<file path="config.mk">
export PLATFORM = sky130hd
export DESIGN_NAME = regfile_scoreboard
export DESIGN_NICKNAME = d
export VERILOG_FILES = /design/src/rtl/regfile_pkg.sv /design/src/rtl/regfile_scoreboard_sb_counter.sv /design/src/rtl/regfile_scoreboard.sv
export SDC_FILE = /design/constraint.sdc
export NUM_CORES = 1
export LEC_CHECK = 0
export ABC_AREA = 1
export CORE_MARGIN = 4
export CORE_UTILIZATION = 62
export CTS_CLUSTER_SIZE = 28
export DETAILED_ROUTE_END_ITERATION = 16
export HOLD_SLACK_MARGIN = 0.02
export PLACE_DENSITY = 0.94
export SETUP_SLACK_MARGIN = 0.2
export SLEW_MARGIN = 15
export SYNTH_ARGS = -nofsm -noshare
export SYNTH_HDL_FRONTEND = slang
export SYNTH_HIERARCHICAL = 1
export SYNTH_SLANG_ARGS = --single-unit
</file>
<file path="constraint.sdc">
create_clock -name clk -period 4.2 [get_ports clk]
set_input_delay 0.42 -clock clk [delete_from_list [all_inputs] [get_ports clk]]
set_output_delay 0.42 -clock clk [all_outputs]
set_load 0.005 [all_outputs]
</file>
<file path="src/rtl/regfile_pkg.sv">
// regfile_pkg: shared register-file widths and indices for the issue scoreboard
package regfile_pkg;
    localparam int REG_ADDR_W = 4;
    localparam int NUM_REGS = 15;
    localparam int CNT_W = 2;
    localparam logic [REG_ADDR_W-1:0] PC_IDX = 4'hF;
endpackage

</file>
<file path="src/rtl/regfile_scoreboard_sb_counter.sv">
// sb_counter: per-register pending-write up/down counter with zero/full flags
module sb_counter #(
    parameter int CNT_W = regfile_pkg::CNT_W
) (
    input  logic             clk,
    input  logic             rst,
    input  logic             inc_i,
    input  logic             dec_i,
    output logic [CNT_W-1:0] cnt_o,
    output logic             zero_o,
    output logic             full_o
);
    logic [CNT_W-1:0] cnt_q, cnt_d;
    always_comb cnt_d = (inc_i && !dec_i) ? cnt_q + CNT_W'(1) :
                        (dec_i && !inc_i) ? cnt_q - CNT_W'(1) : cnt_q;
    always_ff @(posedge clk)
        cnt_q <= rst ? '0 : cnt_d;
    assign cnt_o = cnt_q;
    assign zero_o = cnt_q == '0;
    assign full_o = &cnt_q;
endmodule

</file>
<file path="src/rtl/regfile_scoreboard.sv">
// regfile_scoreboard: per-register pending-write counts gating issue, retired at writeback
module regfile_scoreboard
    import regfile_pkg::*;
#(
    parameter int NUM_REGS = regfile_pkg::NUM_REGS,
    parameter int CNT_W = regfile_pkg::CNT_W,
    parameter int STALL_W = 16
) (
    input  logic                  clk,
    input  logic                  rst,
    input  logic                  issue_valid_i,
    input  logic [REG_ADDR_W-1:0] src1_i,
    input  logic [REG_ADDR_W-1:0] src2_i,
    input  logic                  two_src_i,
    input  logic [REG_ADDR_W-1:0] dest_i,
    input  logic                  issue_wb_en_i,
    output logic                  issue_ready_o,
    input  logic                  wb_en_i,
    input  logic [REG_ADDR_W-1:0] dest_wb_i,
    output logic [NUM_REGS-1:0]   pending_mask_o,
    output logic [STALL_W-1:0]    stall_count_o,
    output logic                  wb_err_o
);
    localparam int NA = 2**REG_ADDR_W;
    // Vectors span the full address space; untracked indices (PC) read as idle.
    logic [NA-1:0] busy, full_blk, zero_any;
    logic [NUM_REGS-1:0] wb_hit, inc, dec, zero, full;
    logic [CNT_W-1:0] cnt [NUM_REGS];
    logic fire, dest_full;
    logic [STALL_W-1:0] stall_q, stall_d;
    logic wb_err_q, wb_err_d;
    assign busy[NA-1:NUM_REGS] = '0;
    assign full_blk[NA-1:NUM_REGS] = '0;
    assign zero_any[NA-1:NUM_REGS] = '0;
    for (genvar i = 0; i < NUM_REGS; i++) begin : g_reg
        assign wb_hit[i] = wb_en_i && dest_wb_i == REG_ADDR_W'(i);
        assign inc[i] = fire && issue_wb_en_i && dest_i == REG_ADDR_W'(i);
        assign dec[i] = wb_hit[i] && !zero[i];
        // A single pending write landing this cycle is already visible to the read.
        assign busy[i] = cnt[i] > CNT_W'(1) || (cnt[i] == CNT_W'(1) && !wb_hit[i]);
        assign full_blk[i] = full[i] && !wb_hit[i];
        assign zero_any[i] = zero[i];
        assign pending_mask_o[i] = !zero[i];
        sb_counter #(.CNT_W(CNT_W)) u_cnt (
            .clk    (clk),
            .rst    (rst),
            .inc_i  (inc[i]),
            .dec_i  (dec[i]),
            .cnt_o  (cnt[i]),
            .zero_o (zero[i]),
            .full_o (full[i])
        );
    end
    assign dest_full = issue_wb_en_i && full_blk[dest_i];
    assign issue_ready_o = !busy[src1_i] && !(two_src_i && busy[src2_i]) && !dest_full;
    assign fire = issue_valid_i && issue_ready_o;
    always_comb begin
        stall_d = (issue_valid_i && !issue_ready_o && !(&stall_q)) ? stall_q + STALL_W'(1) : stall_q;
        wb_err_d = wb_err_q || (wb_en_i && zero_any[dest_wb_i]);
    end
    always_ff @(posedge clk) begin
        stall_q <= rst ? '0 : stall_d;
        wb_err_q <= rst ? 1'b0 : wb_err_d;
    end
    assign stall_count_o = stall_q;
    assign wb_err_o = wb_err_q;
endmodule

</file>
# ---- Word-level counts from Yosys, hierarchy flattened
# Cells that the tools add are included.
dict set report totals {
  reg_bits 47
  out_inout_bits 33
}
dict set report op_classes {
  n_addsub 31
  n_lt_le_gt_ge 19
  n_eq_ne 43
  mux 38
  reduce_logical 243
}
# op n
set ops {}
lappend ops {{1-bit logical AND} 114}
lappend ops {{1-bit logical NOT} 65}
lappend ops {{2-bit 2-to-1 mux} 30}
lappend ops {{4-bit == test, second input constant} 14}
lappend ops {{4-bit by 3-bit == test with 1-bit output, second input constant} 8}
lappend ops {{2-bit by 1-bit adder with 2-bit output, second input constant} 15}
lappend ops {{2-bit by 1-bit == test with 1-bit output, second input constant} 15}
lappend ops {{2-bit by 1-bit greater-than comparator with 1-bit output, second input constant} 15}
lappend ops {{2-bit logical NOT} 15}
lappend ops {{2-bit AND reduction} 15}
lappend ops {{2-bit nonzero test} 15}
lappend ops {{2-bit by 1-bit subtractor with 2-bit output, second input constant} 15}
lappend ops {{4-bit by 5-bit < comparator with 1-bit output, second input constant} 4}
lappend ops {{16-bit by 1-bit adder with 16-bit output, second input constant} 1}
lappend ops {{1-bit binary-select mux with 4-bit select} 4}
lappend ops {{4-bit by 2-bit == test with 1-bit output, second input constant} 4}
lappend ops {{1-bit logical OR} 16}
lappend ops {{16-bit AND reduction} 1}
lappend ops {{4-bit by 1-bit == test with 1-bit output, second input constant} 2}
lappend ops {{4-bit logical NOT} 2}
lappend ops {{1-bit 2-to-1 mux} 4}

# ---- Logic depth before layout (Yosys ltp)
dict set report depth {
  ltp_word 18
  ltp_mapped 22
  ltp_nobuf 22
}

# ---- Cells and area by module
# Netlist, hierarchy kept.
# mod n_inst cells_each area_per_inst_um2 seq_area_each_um2
set by_module_without_submodules {}
lappend by_module_without_submodules {regfile_scoreboard 1 490 2513.7 340.3}
lappend by_module_without_submodules {sb_counter 15 22 132.6 40.0}

# ---- Worst setup path after synthesis
# No wires, ideal clock.
dict set report synth_path {
  path_type {input to register}
  startpoint {input port dest_wb_i[3]}
  endpoint {register g_reg[4].u_cnt.cnt_q[1]}
  setup_time_ns 0.064
  arrival_ns 2.236
  required_ns 4.136
  path_slack_ns 1.900
  stages 19
  n_path_buf 0
  cell_sequence {nor2_2 > nand3_1 > nand2_1 > nand2_1 > nor2_1 > nor2_1 > nand2_1 > nand3_1 > nand3_2 > nand3_4 > nor2_2 > nand2_1 > nor2_1 > ha_1 > inv_1 > nand3_1 > nand2_1 > inv_1 > nor2_1}
}
dict set report synth_via {
  elab_chain_cells 17
}
# element line
set synth_rtl {}
lappend synth_rtl {{from (decl)} regfile_scoreboard.sv:19} ;# input logic [REG_ADDR_W-1:0] dest_wb_i,
lappend synth_rtl {{4-bit by 1-bit == test with 1-bit output (tied with other cells)} regfile_scoreboard.sv:36} ;# assign wb_hit[i] = wb_en_i && dest_wb_i == REG_ADDR_W'(i);
lappend synth_rtl {{1-bit logical AND} regfile_scoreboard.sv:36}
lappend synth_rtl {{1-bit logical NOT} {regfile_scoreboard.sv:40, regfile_scoreboard.sv:41}}
lappend synth_rtl {{1-bit logical AND} regfile_scoreboard.sv:40} ;# assign busy[i] = cnt[i] > CNT_W'(1) || (cnt[i] == CNT_W'(1) && !wb_hit[i]);
lappend synth_rtl {{1-bit logical OR} regfile_scoreboard.sv:40}
lappend synth_rtl {{1-bit binary-select mux with 4-bit select} regfile_scoreboard.sv:55} ;# assign issue_ready_o = !busy[src1_i] && !(two_src_i && busy[src2_i]) && !dest_full;
lappend synth_rtl {{1-bit 2-to-1 mux (not written as such)} regfile_scoreboard.sv:55}
lappend synth_rtl {{1-bit logical AND} regfile_scoreboard.sv:55}
lappend synth_rtl {{1-bit logical NOT} regfile_scoreboard.sv:55}
lappend synth_rtl {{1-bit logical AND} regfile_scoreboard.sv:55}
lappend synth_rtl {{1-bit logical AND *} regfile_scoreboard.sv:55}
lappend synth_rtl {{1-bit logical AND *} regfile_scoreboard.sv:56} ;# assign fire = issue_valid_i && issue_ready_o;
lappend synth_rtl {{1-bit logical AND * (2 in series)} regfile_scoreboard.sv:37} ;# assign inc[i] = fire && issue_wb_en_i && dest_i == REG_ADDR_W'(i);
lappend synth_rtl {{net inc[4]} regfile_scoreboard.sv:27} ;# logic [NUM_REGS-1:0] wb_hit, inc, dec, zero, full;
lappend synth_rtl {{1-bit logical NOT} regfile_scoreboard_sb_counter.sv:15} ;# (dec_i && !inc_i) ? cnt_q - CNT_W'(1) : cnt_q;
lappend synth_rtl {{1-bit logical AND} regfile_scoreboard_sb_counter.sv:15}
lappend synth_rtl {{2-bit nonzero test (no line)} --}
lappend synth_rtl {{to (signal assigned)} regfile_scoreboard_sb_counter.sv:17} ;# cnt_q <= rst ? '0 : cnt_d;
lappend synth_rtl {{to (decl)} regfile_scoreboard_sb_counter.sv:13} ;# logic [CNT_W-1:0] cnt_q, cnt_d;
# Mark *: on every way through the listed nets, which the timed path passes. The rest lies on a longest branch. The select of a mux whose other input is x is not followed.
# A chain may end at the register's enable or synchronous reset.

# ---- Worst setup path after layout
dict set report layout_path {
  startpoint {input port wb_en_i}
  endpoint {output port issue_ready_o}
}
dict set report layout_via {
  elab_chain_cells 10
}
# element line
set layout_rtl {}
lappend layout_rtl {{from (decl)} regfile_scoreboard.sv:18} ;# input logic wb_en_i,
lappend layout_rtl {{1-bit logical AND} regfile_scoreboard.sv:36}
lappend layout_rtl {{1-bit logical NOT} {regfile_scoreboard.sv:40, regfile_scoreboard.sv:41}}
lappend layout_rtl {{1-bit logical AND} regfile_scoreboard.sv:40}
lappend layout_rtl {{1-bit logical OR} regfile_scoreboard.sv:40}
lappend layout_rtl {{1-bit binary-select mux with 4-bit select} regfile_scoreboard.sv:55}
lappend layout_rtl {{1-bit 2-to-1 mux (not written as such)} regfile_scoreboard.sv:55}
lappend layout_rtl {{1-bit logical AND} regfile_scoreboard.sv:55}
lappend layout_rtl {{1-bit logical NOT} regfile_scoreboard.sv:55}
lappend layout_rtl {{1-bit logical AND} regfile_scoreboard.sv:55}
lappend layout_rtl {{1-bit logical AND *} regfile_scoreboard.sv:55}
lappend layout_rtl {{to (decl)} regfile_scoreboard.sv:17} ;# output logic issue_ready_o,
# Mark *: on every way between the ends. The rest lies on a longest branch, timed or not. The select of a mux whose other input is x is not followed.

==> out/summary.txt <==
Status = completed
DR WL met3 = 1.18 mm
Sequential Power Share = 48.4%
CTS Sinks = 47
Vias = 5,256
Cells after synthesis = 820
Layout cells sized above 1 = 9.69%
# DRC = 0
Synthesized Nets = 858
Mapped cell area = 0.00450 sq mm
Delay-heaviest family, CP = buffers and inverters
Worst Path Max Fanout = 32
Critical Path Max Stage Delay = 0.61 ns
Htree depth = 2
Clock Power Share = 31.3%
Initial Utilization = 65.2%
Clock Skew = 0.00330 ns
Yosys warns = 6
Vias/cell = 5.40
Number of global-route vias before repair = 5,004
WL met2 = 6.34 mm
Hold buffer count at cts = 0
Gr ovfl total = 0
TNS Setup = 0 ns
Final Util = 75.7%
Int Pwr = 0.657 mW
Port bufs = 54
Ant. Diodes = 0
Placed cell areas = 0.00513 sq mm
CP Cell Sequence = clkdlybuf4s50_1, nand3_2, nor2_1, nand2_1, nand3_1, nand3_1, nand3_1, nand3_1, nand2_1, nand3_4, buf_4, inv_1, clkdlybuf4s50_1
Critical Path RT = 3.78 ns
Length of routed wiring on met1 = 5.26 mm
Syn Area/Cell = 5.49 sq um
CTS buffer count = 5
Max-cap viol count = 0
FP Rows = 30
Initial antenna violation count = 0
CTS Buffer Depth = 2
Setup crit start kind = input pin
Distinct cells, synth = 31
Detailed placement HPWL = 10.4 mm
CTS tree = done
Gpl congestion = 1.04
Die area = 0.00869 sq mm
Power consumption = 0.948 mW
Combinational Power Share = 20.3%
Tmin final = 3.39 ns
Tcrit/Tclk final = 80.7%
Max Used Layer = met4
Register bit total from synthesis = 47
Area delta synth->final = 16.1%
Static Leak = 2.59 nW
Hold crit path type = flop to flop
1st-pass router iterations = 5
Nature of the critical path endpoint = output port
Worst EP arrival = 2.97 ns
Most common cell after layout, fill and taps aside = inv_1
Core area = 0.00691 sq mm
Design Area, Final = 0.00523 sq mm
# nets final = 915
PostCTS Resize Cnt = 0
CP Buf/Inv Count = 4
First-pass GRT wire length = 22.3 mm
Commonest cells after routing, fill and taps aside = inv_1 (209), nand2_1 (176), nor2_1 (114), nand3_1 (82), clkdlybuf4s50_1 (54)
Fmax achieved = 0.295 GHz
Pwr dens = 181 mW/mm^2
Die Height = 93.2 um
All-Layer GR Usage = 31.3%
I/O Pins = 55
Fin. Hold Viols = 0
# Post-CTS Setup Buffers = 0
Slew Limit Fails = 0
Crit path kind = input pin to output port
Antenna violation net count after detailed routing = 0
Largest net degree at the start of global routing = 33
WL final = 13.1 mm
Clock latency on the worst-skew pair = 0.30 ns
Sw power = 0.291 mW
VDD IR-drop max = 0.138 mV
Setup violators final = 0
Clk pin slew, worst setup/hold paths = 0.09 ns
Switching share of power = 30.7%
Root Driver = clkbuf_8
RSZ-0062 raised after global routing = no
Starting DRT DRC Count = 375
Slowest CP cell = clkdlybuf4s50_1
Most used cell, CP = nand3_1
Chip Width = 93.2 um
Post-synthesis sequential area ratio = 20.9%
Rel. slew slack = 65.0%
WL/cell = 13.5 um
Worst Tran Pin Value = 0.524 ns
==> path summary, 6_finish.rpt <==
| kind | from | end | slack, ns | cells past startpoint |
|---|---|---|---|---|
| min | wb_err_o | wb_err_o | 0.48 | 2 |
| max | wb_en_i | issue_ready_o | 0.81 | 13 |
| min reg2reg | wb_err_o | wb_err_o | 0.48 | 2 |
| max reg2reg | g_reg[11].u_cnt/cnt_o[0] | g_reg[5].u_cnt/cnt_o[1] | 1.56 | 18 |
==> registers in the layout (all words and copies together), names as in the netlist <==
register	cells
g.u_cnt/cnt_o	30
stall_count_o	16
wb_err_o	1
==> synthesized netlist by cell type (all sizes together) <==
library cell,count,area share (%)
nand2,197,18
o21ai,22,2.4
nor3,8,0.89
o221ai,2,0.39
a22o,1,0.19
ha,16,4.4
nand4,32,4.4
a21boi,1,0.17
inv,231,19
or2,13,1.8
nor4,2,0.28
nor2,120,11
o22ai,2,0.28
o21bai,2,0.33
dfxtp,47,21
buf,6,1.1
clkbuf,2,0.17
nand3,95,12
a21oi,19,2.1
a22oi,2,0.33
==> kinds of logic after synthesis <==
logic type	after synthesis	synth area share, %
AND/OR/NAND/NOR	467	47.8
flip-flops	47	20.9
adder cells (fa/ha/maj)	16	4.45
buffers and inverters	239	20.6
AO/OA/AOI/OAI	51	6.25
==> metal layers <==
layer  GRT usage (%)  vias to the layer above
li1                -                     2603
met1            38.0                     2372
met2            55.6                      245
met3            5.63                       36
met4            9.65                        0
met5               0                        -
==> metrics by stage <==
step	cells	setup WS, ns	hold slack [ns]
after detailed placement	966	0.883	0.471
after global routing	973	0.664	0.510
after CTS	973	0.875	0.484
after floorplan	820	1.90	0.441
after global placement	966	0.891	0.438
final	973	0.812	0.479
==> power by group through the flow <==
stage               Combinational (mW)  Sequential [mW]  Clock [mW]
finish                           0.193            0.458       0.297
detailed placement               0.188            0.469           0
global placement                 0.183            0.468           0
CTS                              0.189            0.458       0.303
floorplan                        0.120            0.467           0
global route                     0.211            0.460       0.323
==> layout make-up <==
| cell class | count | area, sq um |
|---|---|---|
| Multi-Input combinational cell | 534 | 2640 |
| Fill cell | 614 | 1680 |
| Sequential cell | 47 | 941 |
| Inverter | 231 | 867 |
| Timing Repair Buffer | 58 | 571 |
| Tap cell | 96 | 120 |
| Clock buffer | 6 | 82.6 |
| Clock inverter | 1 | 8.76 |
==> worst register-to-register path, stage by stage (launching register included) <==
cell     delay [ns]
dfxtp_1        0.49
inv_1          0.08
nor2_1         0.09
nand3_1        0.11
nand3_1        0.10
nand3_1        0.11
nand3_1        0.11
nand3_1        0.08
nand2_1        0.12
nand3_4        0.09
nor2_2         0.16
nand2_1        0.19
nor2_1         0.20
ha_1           0.25
inv_1          0.11
nand3_1        0.08
nand2_1        0.07
inv_1          0.05
nor2_1         0.09
No activity file was read; power rests on OpenSTA's default activity.
